## src/rtl/instruction_register_pkg.sv

```systemverilog
// ----------------------------------------------------------------------------
// instruction_register_pkg
// Shared definitions for the instruction register and the decode paths that
// reuse its field splitter: FSM state encoding, instruction field widths,
// the NOP word and a byte-reversal helper for little-endian memory buses.
// ----------------------------------------------------------------------------
package instruction_register_pkg;

    typedef enum logic [1:0] {
        ST_IDLE  = 2'd0,
        ST_REQ   = 2'd1,
        ST_HOLD  = 2'd2,
        ST_FAULT = 2'd3
    } ir_state_t;

    localparam int OPCODE_W  = 6;
    localparam int REG_W     = 5;
    localparam int IMM_W     = 16;
    localparam int JTARGET_W = 26;

    localparam logic [31:0] NOP = 32'h0000_0000;

    function automatic logic [31:0] byte_swap32(input logic [31:0] w);
        return {w[7:0], w[15:8], w[23:16], w[31:24]};
    endfunction

endpackage

```

## src/rtl/instruction_register_field_split.sv

```systemverilog
// ----------------------------------------------------------------------------
// instr_field_split
// Purely combinational slicing of a 32-bit instruction word into its fields.
// Ports:
//   instr           in  32  instruction word
//   opcode          out  6  instr[31:26]
//   rs, rt, rd      out  5  instr[25:21], instr[20:16], instr[15:11]
//   shamt           out  5  instr[10:6]
//   funct           out  6  instr[5:0]
//   itype_immediate out 16  instr[15:0], not extended
//   jtarget         out 26  instr[25:0]
// ----------------------------------------------------------------------------
module instr_field_split
    import instruction_register_pkg::*;
(
    input  logic [31:0]          instr,
    output logic [OPCODE_W-1:0]  opcode,
    output logic [REG_W-1:0]     rs,
    output logic [REG_W-1:0]     rt,
    output logic [REG_W-1:0]     rd,
    output logic [REG_W-1:0]     shamt,
    output logic [5:0]           funct,
    output logic [IMM_W-1:0]     itype_immediate,
    output logic [JTARGET_W-1:0] jtarget
);

    assign opcode          = instr[31:26];
    assign rs              = instr[25:21];
    assign rt              = instr[20:16];
    assign rd              = instr[15:11];
    assign shamt           = instr[10:6];
    assign funct           = instr[5:0];
    assign itype_immediate = instr[15:0];
    assign jtarget         = instr[25:0];

endmodule

```

## src/rtl/instruction_register.sv

```systemverilog
// ----------------------------------------------------------------------------
// instruction_register
// Fetches one instruction word over a waitrequest-style memory read port,
// holds it until the consumer acknowledges, and exposes its decoded fields.
// A misaligned fetch pc raises a sticky fault that only reset clears.
//
// State table:
//   state    | meaning
//   IDLE     | waiting for fetch_en
//   REQ      | read in flight at the latched address, stalls on waitrequest
//   HOLD     | instr is valid, waiting for instr_ack
//   FAULT    | misaligned pc seen; parked until reset
//
// Ports:
//   clk, reset          clock and synchronous active-high reset
//   fetch_en, pc        fetch request and byte address
//   instr_ack           consumer has used the held word
//   address, read       memory word address and read strobe
//   waitrequest         memory stall
//   readdata            memory read data
//   instr, instr_valid  held instruction word and its valid flag
//   opcode..jtarget     field slices of instr
//   fetch_fault         sticky misaligned-pc flag
//
// Build option: INSTR_BYTE_SWAP_EN reverses the byte order of readdata
// before it is loaded into instr (little-endian memory bus).
// ----------------------------------------------------------------------------
module instruction_register
    import instruction_register_pkg::*;
(
    input  logic                 clk,
    input  logic                 reset,
    input  logic                 fetch_en,
    input  logic [31:0]          pc,
    input  logic                 instr_ack,
    output logic [31:0]          address,
    output logic                 read,
    input  logic                 waitrequest,
    input  logic [31:0]          readdata,
    output logic [31:0]          instr,
    output logic [OPCODE_W-1:0]  opcode,
    output logic [REG_W-1:0]     rs,
    output logic [REG_W-1:0]     rt,
    output logic [REG_W-1:0]     rd,
    output logic [REG_W-1:0]     shamt,
    output logic [5:0]           funct,
    output logic [IMM_W-1:0]     itype_immediate,
    output logic [JTARGET_W-1:0] jtarget,
    output logic                 instr_valid,
    output logic                 fetch_fault
);

    ir_state_t   r_state;
    logic [31:0] r_addr;
    logic [31:0] r_instr;
    logic        r_fault;

    logic [31:0] w_load_word;
    logic        w_pc_aligned;

`ifdef INSTR_BYTE_SWAP_EN
    assign w_load_word = byte_swap32(readdata);
`else
    assign w_load_word = readdata;
`endif

    assign w_pc_aligned = (pc[1:0] == 2'b00);

    always_ff @(posedge clk) begin
        if (reset) begin
            r_state <= ST_IDLE;
            r_addr  <= 32'h0000_0000;
            r_instr <= NOP;
            r_fault <= 1'b0;
        end else begin
            case (r_state)
                ST_IDLE: begin
                    if (fetch_en) begin
                        if (w_pc_aligned) begin
                            r_addr  <= pc;
                            r_state <= ST_REQ;
                        end else begin
                            r_fault <= 1'b1;
                            r_state <= ST_FAULT;
                        end
                    end
                end
                ST_REQ: begin
                    if (!waitrequest) begin
                        r_instr <= w_load_word;
                        r_state <= ST_HOLD;
                    end
                end
                ST_HOLD: begin
                    // Acknowledge with a new request chains straight into
                    // the next read without an IDLE bubble.
                    if (instr_ack) begin
                        if (fetch_en && w_pc_aligned) begin
                            r_addr  <= pc;
                            r_state <= ST_REQ;
                        end else if (fetch_en) begin
                            r_fault <= 1'b1;
                            r_state <= ST_FAULT;
                        end else begin
                            r_state <= ST_IDLE;
                        end
                    end
                end
                ST_FAULT: begin
                    r_state <= ST_FAULT;
                end
                default: begin
                    r_state <= ST_IDLE;
                end
            endcase
        end
    end

    assign address     = {r_addr[31:2], 2'b00};
    assign read        = (r_state == ST_REQ);
    assign instr_valid = (r_state == ST_HOLD);
    assign fetch_fault = r_fault;
    assign instr       = r_instr;

    instr_field_split u_field_split (
        .instr           (r_instr),
        .opcode          (opcode),
        .rs              (rs),
        .rt              (rt),
        .rd              (rd),
        .shamt           (shamt),
        .funct           (funct),
        .itype_immediate (itype_immediate),
        .jtarget         (jtarget)
    );

endmodule

```

## config.mk

```make
export PLATFORM = sky130hd
export DESIGN_NAME = instruction_register
export DESIGN_NICKNAME = d
export VERILOG_FILES = /design/src/rtl/instruction_register_pkg.sv /design/src/rtl/instruction_register_field_split.sv /design/src/rtl/instruction_register.sv
export SDC_FILE = /design/constraint.sdc
export NUM_CORES = 1
export LEC_CHECK = 0
export ABC_AREA = 1
export CORE_UTILIZATION = 36
export DETAILED_ROUTE_END_ITERATION = 7
export HOLD_SLACK_MARGIN = 0.12
export PLACE_DENSITY = 0.9
export SYNTH_ARGS = -nofsm -noshare
export SYNTH_HDL_FRONTEND = slang
export SYNTH_SLANG_ARGS = --single-unit
```

## constraint.sdc

```tcl
create_clock -name clk -period 1.7 [get_ports clk]
set_input_delay 0.51 -clock clk [delete_from_list [all_inputs] [get_ports clk]]
set_output_delay 0.51 -clock clk [all_outputs]
set_load 0.005 [all_outputs]
```

# Word-level counts from Yosys, hierarchy flattened

Cells that the tools add are included.

Output and inout port bits: 141
Bits of input ports: 69
Logic and storage cells: 42
Flip-flop bits (word level): 67

Equality and inequality tests: 11
Bitwise logic cells: 1
Reductions and logical operators: 8
Multiplexer cells: 18

Operator list:

| operator           | count |
|---|---|
| $mux 32            | 4 |
| $pmux 32 s2        | 1 |
| $ne 2x2->1 const B | 7 |
| $mux 2             | 6 |
| $pmux 2 s4         | 1 |
| $reduce_and 6->1   | 1 |
| $mux 1             | 5 |
| $reduce_and 5->1   | 1 |
| $eq 2x2->1 const B | 2 |
| $logic_not 2->1    | 2 |
| $reduce_and 3->1   | 1 |
| $eq 2x1->1 const B | 1 |
| $ne 2x1->1 const B | 1 |
| $pmux 1 s2         | 1 |
| $reduce_and 2->1   | 1 |
| $reduce_bool 2->1  | 1 |
| $logic_and 1x1->1  | 1 |
| $not 1->1          | 1 |

# Longest topological paths before layout

Depth in word-level cells: 5
Mapped depth: 8
Mapped depth without buffers: 7

# By module

From an unflattened synthesis, not the netlist that was laid out.

Cell total of the unflattened synthesis: 442
Area, all modules: 3201.8 um^2

By module, submodules not included:

| module               | sequential area each (um^2) | area an instance (um^2) | cells an instance | instances |
|---|---|---|---|---|
| instruction_register | 1301.2                      | 2646.3                  | 368               | 1 |
| instr_field_split    | 0.0                         | 555.5                   | 74                | 1 |

# Least setup slack after synthesis

Ideal clock, no wire load.

Path kind: input-to-reg
Start: input port pc[1]
End: register r_addr[10]
Library setup time: 0.113 ns
Arrival time: 1.231 ns
Stages: 7
Data required time: 1.587 ns
Path slack: 0.356 ns
Path buffers: 1
Cells stage by stage: nor2_1 -> nand3_2 -> nor2_8 -> buf_6 -> nand2_1 -> nand2_1 -> nor2_1

Cells in the longest elaborated chain, start to end: 4
Elaborated cells on any way between the ends: 5
Classes of those cells: eq/ne: 2; reduce/logical: 3

RTL lines:

| element                        | line                       | RTL |
|---|---|---|
| from (decl)                    | instruction_register.sv:34 | `input logic [31:0] pc,` |
| $logic_not 2->1 (*)            | instruction_register.sv:67 | `assign w_pc_aligned = (pc[1:0] == 2'b00);` |
| $logic_and 1x1->1              | instruction_register.sv:98 | `if (fetch_en && w_pc_aligned) begin` |
| $ne 2x1->1 (no line)           | --                         |  |
| $reduce_and 5->1 (no line) (*) | --                         |  |
| to (signal assigned)           | instruction_register.sv:80 | `r_addr <= pc;` |
| to (signal assigned)           | instruction_register.sv:99 | `r_addr <= pc;` |
| to (decl)                      | instruction_register.sv:54 | `logic [31:0] r_addr;` |

Mark *: on every way between the ends. The rest lies on a longest branch, timed or not.
A chain may end at the register's enable or synchronous reset.

# Worst setup path after layout

Start: register r_addr[31]
End: output port address[31]

RTL lines:

| element   | line                       | RTL |
|---|---|---|
| to (decl) | instruction_register.sv:36 | `output logic [31:0] address,` |

No word-level cell between the ends.

==> summary.md <==
| Metric | Value |
|---|---|
| Status | `finished clean` |
| CTS buffer count | `9` |
| Worst EP required | `1.19 ns` |
| Netlist cell types | `20` |
| Tcrit/Tclk final | `97.3%` |
| Cts hold-fix bufs | `0` |
| Antenna viol nets, final | `0` |
| RSZ-0062 raised after global routing | `no` |
| GRT Total Usage | `18.8%` |
| Port Buf Inserts | `207` |
| Leakage | `0.00329 uW` |
| Worst Slack Setup Final | `0.0460 ns` |
| Main synth FF type | `dfxtp_1` |
| Maximum capacitance violations | `0` |
| Slowest cell on crit path | `clkdlybuf4s50_1` |
| Post-Syn Instances | `442` |
| # DRC | `0` |
| Worst Hold Launch | `instr[29]` |
| Maximum fanout along the worst path | `2` |
| Design Power | `3880 uW` |
| CTS tree | `done` |
| # fillers | `757` |
| Die width | `96.3 um` |
| Buffers & Inverters on Critical Path | `1` |
| Initial Utilization | `36.9%` |
| Pre-Repair DR Iteration Count | `5` |
| Peak VDD IR | `0.404 mV` |
| Clock-pin transition on the worst setup and hold timing paths | `0.06 ns` |
| R2r startpoint | `r_state[0]` |
| Finished Core Util | `60.4%` |
| Seq/Total Area, Yosys | `40.6%` |
| Clk Latency, worst-skew pair | `0.32 ns` |
| Routability cong. | `0.745` |
| Critical Path AT | `1.14 ns` |
| Fmax | `605 MHz` |
| Post-synthesis register bit count | `65` |
| Post-DP HPWL | `6.59 mm` |
| Final net count | `666` |
| Crit path max-delay family | `buffers and inverters` |
| Synth Cell Area | `3200 um2` |
| Ant diodes | `0` |
| Gr ovfl total | `0` |
| Routed length per instance | `12.9 um` |
| Yosys warns | `0` |
| Reg2reg path depth | `7` |
| R2R Path End | `instr[11]` |
| Placement Setup Slack | `-0.261 ns` |
| Startpoint types | `flop` |
| Post-synth EDFFs | `0` |
| H-Tree Depth | `3` |
| Critical Path Max Stage Delay | `0.49 ns` |
| Max Clock Skew | `0.00445 ns` |
| DRT Wirelength | `9.18 mm` |
| Critical Path, Cell by Cell | `clkdlybuf4s50_1` |
| Final count of hold timing violations | `0` |
| Hold path endpoint | `instr[29]` |
| Critical path class | `flop to output port` |
| Pin count of the biggest net entering global routing | `41` |
| Avg Cell Area, Syn | `7.24 um2` |
| Share of cells above drive strength 1 | `15.4%` |
| Core footprint | `8680 um2` |
| Vias in the first global route | `2,988` |
| Synth area leaders | `dfxtp_1 41%, buf_4 18%, nand2_1 11%, nor2_1 8.0%, nand3_1 5.5%` |
| CTS Buffer Depth | `2` |
| Top post-synthesis cells by count | `96 x nand2_1, 76 x buf_4, 68 x nor2_1, 65 x dfxtp_1, 36 x inv_1` |
| Slew Limit Fails | `0` |
| Die Height | `96.3 um` |
| I/O pin cnt | `210` |
| Synth area leader | `dfxtp_1` |
| Flop-to-flop setup slack | `0.19 ns` |
| Pwr dens | `739 nW/um2` |
| Yosys top cell area share | `40.6%` |
| Via count | `3,168` |
| Clock sinks | `65` |
| Die Area | `9270 um2` |
| Multi-input combinational cell area | `1060 um2` |
| WHS Path Cells | `2` |
| Cell with the most instances after synthesis | `nand2_1` |
| Synthesis-to-layout area growth | `63.7%` |
| Critical Path Sink Type | `output port` |
| Register area | `1360 um2` |
| Fin crit period | `1.65 ns` |
| Iter 0 DRT Violations | `114` |
| Initial antenna violation count | `0` |
| # rows | `34` |
| Via/cell ratio | `4.46` |
| CTS root buf | `clkbuf_8` |
| Worst hold path type | `flop to flop` |
| Post-synth ARST share | `0%` |
| First-pass GRT wire length | `13.3 mm` |
| Final Setup Violations | `0` |
[sequential cells by signal, summed over array words and instances (netlist names)]
name	flops
fetch_fault	1
instr	32
r_addr	30
r_state	2
[metal layers]
metal	GRT usage (%)	routed length, um	share of wire (%)	vias to the layer above
met4	9.44	221	2.4	0
met5	0	0	0	-
met3	6.00	788	8.6	21
li1	-	-	-	1578
met2	35.6	4860	53	146
met1	17.9	3320	36	1423
[worst reg2reg max path: cells and delay by family (launching register included)]
family	cells	cell delay, ns
DFF	1	0.37
and+or+nand+nor	3	0.35
buffers and inverters	3	0.61
AOI/OAI and AO/OA	1	0.07
[worst max-delay path by stage]
stage / startpoint / to / cells after the start
CTS: instr[11] / rd[0] / 1
floorplan: pc[1] / r_addr[10] / 7
finish: r_addr[31] / address[31] / 1
global route: r_addr[31] / address[31] / 1
detailed placement: pc[1] / r_addr[5] / 8
global placement: pc[1] / r_addr[7] / 8
[layout make-up]
type	instances	area share, %
Sequential cell	65	25.9
Multi-Input combinational cell	243	20.1
Clock buffer	13	3.03
Timing Repair Buffer	241	45.4
Inverter	37	2.65
Clock inverter	3	0.286
Tap cell	108	2.58
[report_power, final]
| group | internal (uW) | switching (uW) |
|---|---|---|
| sequential | 1640 | 70.5 |
| clock | 603 | 552 |
| combinational | 564 | 443 |
[timing repair]
action,in CTS,in global routing
gates cloned,0,1
setup buffers,19,0
gates resized for setup,139,40
setup endpoints to repair,128,42
pin swaps,0,0
[through the flow]
step	hold WS, ns	area (um2)	setup TNS [ns]	instances
final	0.465	5240	0	710
after global routing	0.492	5240	0	710
after CTS	0.472	5120	0	709
after detailed placement	0.473	4870	-6.59	674
after global placement	0.461	4870	-5.69	674
after floorplan	0.463	3210	0	443
[cells by family (layout without fill, tap and decap cells)]
kind of cell | count (synthesis) | after routing | synth area share, %
flops | 65 | 65 | 40.6
other cells | 1 | 2 | 0.117
simple gates | 206 | 206 | 27.3
compound gates | 35 | 35 | 5.47
buf+inv | 135 | 294 | 26.5
[cells in the final DEF, fill, tap and decap left out, types with 4 or more instances in the layout]
cell	count
clkbuf_8	11
dfxtp_2	33
dfxtp_1	28
a21oi_1	34
inv_1	36
nand2_1	96
clkdlybuf4s50_1	69
dlygate4sd2_1	99
nand3_1	35
buf_4	28
buf_12	5
dlymetal6s2s_1	39
nor2_1	68
dfxtp_4	4
(Power assumes the default switching activity.)
